==> src/rtl/interrupt_controller.sv <==
// interrupt_controller: edge-triggered, fixed-priority interrupt controller.
// Latches rising edges of irq into a pending register, applies a software
// mask, picks the lowest-index eligible source and hands one request plus a
// handler vector to the control unit. One interrupt in service at a time.
// Optional build macro IRQ_SYNC_EN: when defined, each irq bit is passed
// through a 2-flop synchronizer before edge detection (adds 2 cycles latency).
module interrupt_controller #(
  parameter int          NUM_IRQ      = 2,
  parameter logic [31:0] VECTOR_BASE  = 32'h0000_0100,
  parameter int          VECTOR_SHIFT = 3,
  parameter int          ID_W         = (NUM_IRQ > 1) ? $clog2(NUM_IRQ) : 1
) (
  input  logic               Clock,
  input  logic               Reset,
  input  logic [NUM_IRQ-1:0] irq,
  input  logic               MaskWr,
  input  logic [NUM_IRQ-1:0] MaskData,
  input  logic               IntAck,
  input  logic               EOI,
  output logic               IntReq,
  output logic [ID_W-1:0]    IntId,
  output logic [31:0]        Vector,
  output logic               InService,
  output logic [NUM_IRQ-1:0] Pending
);

  typedef enum logic [1:0] {
    IDLE    = 2'd0,
    REQ     = 2'd1,
    SERVICE = 2'd2
  } state_t;

  state_t             state_reg, state_next;
  logic [NUM_IRQ-1:0] pending_reg, pending_next;
  logic [NUM_IRQ-1:0] mask_reg;
  logic [NUM_IRQ-1:0] irq_d_reg;
  logic [NUM_IRQ-1:0] irq_in;
  logic [NUM_IRQ-1:0] irq_edge;
  logic [NUM_IRQ-1:0] elig;
  logic [NUM_IRQ-1:0] ack_clr;
  logic [ID_W-1:0]    id_reg, id_next;
  logic [ID_W-1:0]    winner;
  logic               any_elig;
  logic               take_ack;
  logic               withdraw;

`ifdef IRQ_SYNC_EN
  logic [NUM_IRQ-1:0] sync1_reg, sync2_reg;

  // Two-flop synchronizer for asynchronous request lines
  always_ff @(posedge Clock) begin
    if (Reset) begin
      sync1_reg <= '0;
      sync2_reg <= '0;
    end else begin
      sync1_reg <= irq;
      sync2_reg <= sync1_reg;
    end
  end

  assign irq_in = sync2_reg;
`else
  assign irq_in = irq;
`endif

  // Per-source rising-edge detect against the delayed copy of the request
  generate
    for (genvar gi = 0; gi < NUM_IRQ; gi++) begin : g_edge
      assign irq_edge[gi] = irq_in[gi] & ~irq_d_reg[gi];
      assign elig[gi]     = pending_reg[gi] & mask_reg[gi];
      assign ack_clr[gi]  = take_ack && (id_reg == ID_W'(gi));
    end
  endgenerate

  assign any_elig = |elig;

  // Fixed priority: lowest index among eligible sources wins
  always_comb begin
    winner = '0;
    for (int i = NUM_IRQ - 1; i >= 0; i--) begin
      if (elig[i]) winner = ID_W'(i);
    end
  end

  // Handshake qualifiers only meaningful while a request is outstanding
  assign take_ack = (state_reg == REQ) && IntAck;
  assign withdraw = (state_reg == REQ) && !IntAck &&
                    (!mask_reg[id_reg] || !pending_reg[id_reg]);

  // FSM state register
  always_ff @(posedge Clock) begin
    if (Reset) state_reg <= IDLE;
    else       state_reg <= state_next;
  end

  // FSM next-state logic; ack beats withdrawal in the same cycle
  always_comb begin
    state_next = state_reg;
    case (state_reg)
      IDLE:    if (any_elig) state_next = REQ;
      REQ: begin
        if (take_ack)      state_next = SERVICE;
        else if (withdraw) state_next = IDLE;
      end
      SERVICE: if (EOI) state_next = IDLE;
      default: state_next = IDLE;
    endcase
  end

  // FSM outputs decoded from the registered state only
  always_comb begin
    IntReq    = 1'b0;
    InService = 1'b0;
    case (state_reg)
      REQ:     IntReq    = 1'b1;
      SERVICE: InService = 1'b1;
      default: ;
    endcase
  end

  // Pending update: a new edge on the acked source wins over the ack clear
  always_comb begin
    pending_next = (pending_reg & ~ack_clr) | irq_edge;
  end

  // Source ID is captured only when leaving IDLE, then frozen through SERVICE
  always_comb begin
    id_next = id_reg;
    if (state_reg == IDLE && any_elig) id_next = winner;
  end

  // Datapath registers: edge history, pending, mask and latched source ID
  always_ff @(posedge Clock) begin
    if (Reset) begin
      irq_d_reg   <= '0;
      pending_reg <= '0;
      mask_reg    <= '0;
      id_reg      <= '0;
    end else begin
      irq_d_reg   <= irq_in;
      pending_reg <= pending_next;
      id_reg      <= id_next;
      if (MaskWr) mask_reg <= MaskData;
    end
  end

  assign IntId   = id_reg;
  assign Pending = pending_reg;
  assign Vector  = VECTOR_BASE + (32'(id_reg) << VECTOR_SHIFT);

endmodule

==> config.mk <==
export PLATFORM = sky130hd
export DESIGN_NAME = interrupt_controller
export DESIGN_NICKNAME = d
export VERILOG_FILES = /design/src/rtl/interrupt_controller.sv
export SDC_FILE = /design/constraint.sdc
export NUM_CORES = 1
export LEC_CHECK = 0
export ABC_CLOCK_PERIOD_IN_PS = 2300
export CELL_PAD_IN_SITES_DETAIL_PLACEMENT = 1
export CELL_PAD_IN_SITES_GLOBAL_PLACEMENT = 2
export CORE_ASPECT_RATIO = 1.1
export CORE_MARGIN = 2
export CORE_UTILIZATION = 18
export CTS_BUF_LIST = sky130_fd_sc_hd__clkbuf_16
export DETAILED_ROUTE_END_ITERATION = 6
export MAX_ROUTING_LAYER = met4
export PLACE_DENSITY_LB_ADDON = 0.1
export SKIP_CTS_REPAIR_TIMING = 1
export SLEW_MARGIN = 20
export SYNTH_ARGS = -nofsm -noshare
export SYNTH_HDL_FRONTEND = slang
export SYNTH_SLANG_ARGS = --single-unit
==> constraint.sdc <==
create_clock -name Clock -period 2.3 [get_ports Clock]
set_input_delay 0.575 -clock Clock [delete_from_list [all_inputs] [get_ports Clock]]
set_output_delay 0.575 -clock Clock [all_outputs]
set_load 0.01 [all_outputs]
==> results of run 1 <==
==> Yosys cell counts <==
cell	count	share of area, %
a311oi_1	1	1.4
nand2b_1	3	3.1
buf_4	32	40
nor2_2	1	1.0
and2b_2	2	2.9
a22oi_1	1	1.2
inv_1	1	0.62
mux2i_1	2	3.3
conb_1	2	1.2
a21oi_1	4	3.3
clkbuf_1	1	0.62
o21ai_0	2	1.7
dfxtp_1	9	30
o21a_1	1	1.2
nor2b_1	2	2.1
nor2_1	4	2.5
nand3b_1	2	2.5
nand3_1	1	0.83
a31oi_1	1	1.0
==> metrics by stage <==
step	setup WS (ps)	power, uW	hold slack, ps	cell area (um^2)	util, %
3_3_place_gp	638.3	244.5	482.3	655.6	20.02
4_1_cts	380.7	551.0	488.9	734.5	22.42
3_5_place_dp	632.1	244.2	482.2	655.6	20.02
6_report	392.0	542.6	484.2	734.5	22.42
5_1_grt	353.3	570.5	521.1	734.5	22.42
2_1_floorplan	1115	254.2	462.5	714.4	-
==> cells by family after synthesis <==
kind of cell	count (synthesis)	share of synthesized area, %
flip-flops	9	29.75
buffers and inverters	34	40.91
AO/OA/AOI/OAI	10	9.919
other	2	1.240
multiplexers	2	3.306
AND/OR/NAND/NOR	15	14.87
==> final cells by class <==
class | instances | share of cell area [%]
clock buffers | 3 | 10.22
clock inverters | 1 | 0.5111
inverters | 1 | 0.5111
multi-input cells | 58 | 39.01
flip-flops and latches | 9 | 24.53
well taps | 36 | 6.133
repair buffers | 14 | 19.08
==> worst max-delay path, cell delays in order (launching register included) <==
cell             delay, ps
dfxtp_1                380
and2b_2                240
clkdlybuf4s50_1        470
==> final timing paths <==
kind	startpoint	endpoint	slack [ps]	cells past startpoint
setup / recovery	state_reg[0]	InService	390	2
hold / removal	irq_d_reg[1]	Pending[1]	480	2
setup reg to reg	state_reg[1]	Pending[1]	1340	3
hold reg to reg	irq_d_reg[1]	Pending[1]	480	2
==> metal layers <==
metal	global-route usage [%]	up-vias	share of wire [%]
li1	-	198	-
met1	7.246	178	40
met2	8.379	28	49
met3	1.796	4	7.8
met4	5.114	0	2.9
met5	-	-	0
==> power by group <==
group          leakage, uW  internal, uW  total [uW]  switching, uW
logic             0.000213          29.2        67.8           38.6
registers        0.0000742           165         174           8.50
clock network    0.0000423           227         301           74.0
==> key figures, run 1 <==
Setup path
  – Crit path kind: reg -> out
  – CP max FO: 5
  – Startpoint types: flop
  – Crit end category: output pin
  – Arr. time, crit path: 1330 ps
  – Worst Path Required: 1730 ps

Clocking
  – TritonCTS clock tree: built
  – CTS Sinks: 9
  – Root Driver: clkbuf_16
  – Clk slew on worst S/H paths: 40 ps
  – CTS Buffer Depth: 2
  – Worst-skew pair later-pin latency: 230 ps
  – Inserted Clock Buffers: 3
  – CTS H-tree lvls: 1

STA
  – Final Hold Fails: 0
  – RSZ-0062 raised after global routing: false
  – Min cycle time layout: 1908 ps
  – Final Slew Violations: 0
  – Fmax: 524.1 MHz
  – Post-route setup TNS: 0 ps
  – Setup violators final: 0
  – Post-route clock skew: 1.946 ps
  – Tcrit/Tclk final: 82.95%

Cells and area
  – Final nets: 96
  – Commonest non-fill, non-tap cell in the layout: conb_1
  – Share of post-route cells with drive strength above 1: 6.977%
  – Multi-input gate area: 286.5 um^2
  – Layout area overhead: 21.28%
  – Non-filler instance count after layout: 122
  – Register Area: 180.2 um^2
  – # diodes: 0
  – Fillers: 386
  – Most frequent cells in the layout: conb_1 (31), clkdlybuf4s50_1 (14), dfxtp_1 (9), nor2_1 (4), a21oi_1 (4)

Yosys
  – Synth Register Bits: 9
  – Post-synthesis sequential area ratio: 29.75%
  – Synth unique cells: 19
  – Synth Warn #: 0
  – Post-Synthesis Cells: 72
  – Mean area per synthesized cell: 8.411 um^2
  – Mapped Area: 605.6 um^2

Global route
  – Number of global-route vias before repair: 364
  – First-pass GRT wire length: 1628 um
  – Global route overflow: 0
  – Largest net degree at the start of global routing: 10
  – Number of antenna violations at the first check in global routing: 0
  – Total GRT Usage: 6.144%

Power and ir drop
  – LEAKAGE: 0.0003292 uW
  – PD cells: 738.8 nW/um^2
  – Maximum VDD drop: 0.2004 mV

Die
  – Site Rows: 22
  – Ports: 46
  – Core ar.: 3276 um^2
  – DIE AREA: 3845 um^2
  – Die Ht: 64.84 um
  – Starting density of the core: 18.49%
  – Die W: 59.31 um

Worst hold path
  – Path category of the worst min-delay check: reg -> reg

Routing
  – Initial DRT Pass Iterations: 4
  – Antenna Nets Post-Route: 0
  – Wire per inst: 8.795 um
  – Residual DRC: 0
  – Starting DRT DRC Count: 5
  – DR vias: 408
  – Vias per Instance: 3.344
  – Detailed Route WL: 1073 um

Job
  – Max_cap viols: 0

Status
  – Status: finished clean

Placement
  – RD Place Congestion: 0.6730
  – Placed Cells: 118
  – DP HPWL: 863.3 um
  – Port-buffer cells: 14
Note: power is estimated with default switching activity, not from simulation.
==> run 2: changes to the inputs <==
--- a/config.mk
+++ b/config.mk
@@ -5,12 +5,12 @@
 export SDC_FILE = /design/constraint.sdc
 export NUM_CORES = 1
 export LEC_CHECK = 0
-export ABC_CLOCK_PERIOD_IN_PS = 2300
+export ABC_CLOCK_PERIOD_IN_PS = 2000
 export CELL_PAD_IN_SITES_DETAIL_PLACEMENT = 1
 export CELL_PAD_IN_SITES_GLOBAL_PLACEMENT = 2
 export CORE_ASPECT_RATIO = 1.1
 export CORE_MARGIN = 2
-export CORE_UTILIZATION = 18
+export CORE_UTILIZATION = 16
 export CTS_BUF_LIST = sky130_fd_sc_hd__clkbuf_16
 export DETAILED_ROUTE_END_ITERATION = 6
 export MAX_ROUTING_LAYER = met4
==> constraint.sdc (replaced) <==
create_clock -name Clock -period 2 [get_ports Clock]
set_input_delay 0.5 -clock Clock [delete_from_list [all_inputs] [get_ports Clock]]
set_output_delay 0.5 -clock Clock [all_outputs]
set_load 0.01 [all_outputs]
==> run 2 against run 1 <==
Clock skew barely moved. Non-clock buffer count is the same. Power rose by 13%. Global-route usage is 1.2 points lower. Hold slack hardly changed. Register-to-register slack worse by 290 ps. Critical path depth is the same. First-iteration DRC count up 20%. Critical endpoint unchanged. Largest power group unchanged.
==> key figures, run 2 (synthesis gave the netlist of run 1 again) <==
Die
  – Site Rows: 23 (was 22)
  – Die Ht: 68.53 um (was 64.84 um)
  – DIE AREA: 4294 um^2 (was 3845 um^2)
  – Starting density of the core: 16.70% (was 18.49%)
  – Ports: 46 (unchanged)
  – Die W: 62.66 um (was 59.31 um)
  – Core ar.: 3626 um^2 (was 3276 um^2)

Setup path
  – Critical path startpoint: state_reg[0] (unchanged)
  – WP depth: 2 (unchanged)
  – Crit path kind: reg -> out (unchanged)
  – RR Endpoint: Pending[1] (unchanged)
  – Worst Path Required: 1500 ps (was 1730 ps)
  – Crit end category: output pin (unchanged)
  – CP bufs+invs: 1 (unchanged)
  – Delay of the slowest cell on the worst path: 470 ps (about the same)
  – Reg2Reg Setup Slack: 1050 ps (was 1340 ps)
  – Crit path cell chain: and2b_2, clkdlybuf4s50_1 (unchanged)
  – Worst reg2reg path startpoint: state_reg[1] (unchanged)
  – Worst setup endpoint: InService (unchanged)
  – Arr. time, crit path: 1340 ps (was 1330 ps)
  – Startpoint types: flop (unchanged)
  – Worst r2r path cells: 3 (unchanged)
  – CP max-delay cell: clkdlybuf4s50_1 (unchanged)
  – CP delay by family, top: buffers and inverters (unchanged)
  – CP max FO: 5 (unchanged)

Routing
  – Initial DRT Pass Iterations: 2 (was 4)
  – Vias per Instance: 2.941 (was 3.344)
  – Detailed Route WL: 1080 um (was 1073 um)
  – Antenna Nets Post-Route: 0 (unchanged)
  – DR vias: 400 (was 408)
  – Wire per inst: 7.941 um (was 8.795 um)
  – Starting DRT DRC Count: 6 (was 5)
  – Residual DRC: 0 (unchanged)

Power and ir drop
  – Maximum VDD drop: 0.3168 mV (was 0.2004 mV)
  – PnR Total Power: 615.2 uW (was 542.6 uW)
  – LEAKAGE: 0.0003292 uW (unchanged)
  – PD cells: 818.1 nW/um^2 (was 738.8 nW/um^2)

Cells and area
  – Commonest non-fill, non-tap cell in the layout: conb_1 (unchanged)
  – # diodes: 0 (unchanged)
  – Non-filler instance count after layout: 136 (was 122)
  – Fillers: 455 (was 386)
  – Share of post-route cells with drive strength above 1: 6.977% (unchanged)
  – Most frequent cells in the layout: conb_1 (31), clkdlybuf4s50_1 (14), dfxtp_1 (9), nor2_1 (4), a21oi_1 (4) (unchanged)
  – Final nets: 96 (unchanged)
  – Layout area overhead: 24.17% (was 21.28%)

STA
  – Post-route setup TNS: 0 ps (unchanged)
  – Tcrit/Tclk final: 91.83%
  – Final Slew Violations: 0 (unchanged)
  – Final Hold Fails: 0 (unchanged)
  – RSZ-0062 raised after global routing: false (unchanged)
  – Post-route clock skew: 1.609 ps (was 1.946 ps)
  – Setup violators final: 0 (unchanged)
  – Fmax: 544.5 MHz
  – Min cycle time layout: 1837 ps

Worst hold path
  – Worst hold start: irq_d_reg[1] (unchanged)
  – Path category of the worst min-delay check: reg -> reg (unchanged)
  – WHS Path Cells: 2 (unchanged)

Global route
  – Number of antenna violations at the first check in global routing: 0 (unchanged)
  – Largest net degree at the start of global routing: 10 (unchanged)
  – Number of global-route vias before repair: 338 (was 364)
  – First-pass GRT wire length: 1511 um (was 1628 um)
  – Global route overflow: 0 (unchanged)
  – Total GRT Usage: 4.980% (was 6.144%)

Status
  – Status: finished clean (unchanged)

Clocking
  – CTS Buffer Depth: 2 (unchanged)
  – Clk slew on worst S/H paths: 40 ps (about the same)
  – Root Driver: clkbuf_16 (unchanged)
  – Worst-skew pair later-pin latency: 230 ps (about the same)
  – CTS Sinks: 9 (unchanged)
  – CTS H-tree lvls: 1 (unchanged)
  – TritonCTS clock tree: built (unchanged)
  – Inserted Clock Buffers: 3 (unchanged)

Placement
  – Port-buffer cells: 14 (unchanged)
  – RD Place Congestion: 0.6591 (was 0.6730)
  – Placed Cells: 132 (was 118)
  – DP HPWL: 936.3 um (was 863.3 um)

Job
  – Max_cap viols: 0 (unchanged)
-- run 2: power breakdown --
part	total (uW)	internal [uW]	leakage, uW	switching, uW
registers	200	190	0.0000742	9.36
clock network	337	260	0.0000423	76.8
logic	78.7	33.6	0.000213	45.1
total	615	484	0.000329	131
-- run 2: per-layer routing --
layer	GRT usage, %	vias to the layer above	share of wire (%)
li1	-	198	-
met1	4.748	177	37
met2	8.065	25	52
met3	2.597	0	11
met4	3.333	0	0
met5	-	-	0
-- run 2: how the worst min path moves through the flow --
| stage | to | slack [ps] |
|---|---|---|
| 6_report | Pending[1] | 480 |
| 3_3_place_gp | Pending[0] | 480 |
| 2_1_floorplan | Pending[0] | 460 |
| 3_5_place_dp | Pending[1] | 480 |
| 5_1_grt | Pending[0] | 510 |
| 4_1_cts | Pending[1] | 490 |
-- run 2: layout make-up --
type	instances	area, um^2	area share (%)
sequential	9	180.2	23.96
clock buffer	3	75.07	9.983
clock inverter	1	3.754	0.4992
tap	50	62.56	8.319
timing repair buffer	14	140.1	18.64
inverter	1	3.754	0.4992
multi-input combinational	58	286.5	38.10
-- run 2: worst min-delay path, cell delays in order, from the launching register on --
cell	delay, ps
dfxtp_1	290
nand2b_1	90
a21oi_1	50
-- run 2: metrics by stage --
stage	setup slack, ps	util, %	cell area [um^2]	hold WS (ps)
after global routing	120.6	20.74	752.0	507.5
after global placement	408.1	18.56	673.1	475.6
after detailed placement	409.0	18.56	673.1	483.6
after CTS	156.2	20.74	752.0	488.5
after floorplan	890.1	-	714.4	462.5
final	163.3	20.74	752.0	484.6
==> run 3: changes to the inputs <==
--- a/config.mk
+++ b/config.mk
@@ -13,6 +13,7 @@
 export CORE_UTILIZATION = 16
 export CTS_BUF_LIST = sky130_fd_sc_hd__clkbuf_16
 export DETAILED_ROUTE_END_ITERATION = 6
+export HOLD_SLACK_MARGIN = 0.03
 export MAX_ROUTING_LAYER = met4
 export PLACE_DENSITY_LB_ADDON = 0.1
 export SKIP_CTS_REPAIR_TIMING = 1
==> results of run 3 <==
Same layout as run 2: the final DEF is identical, and so are final timing and power.
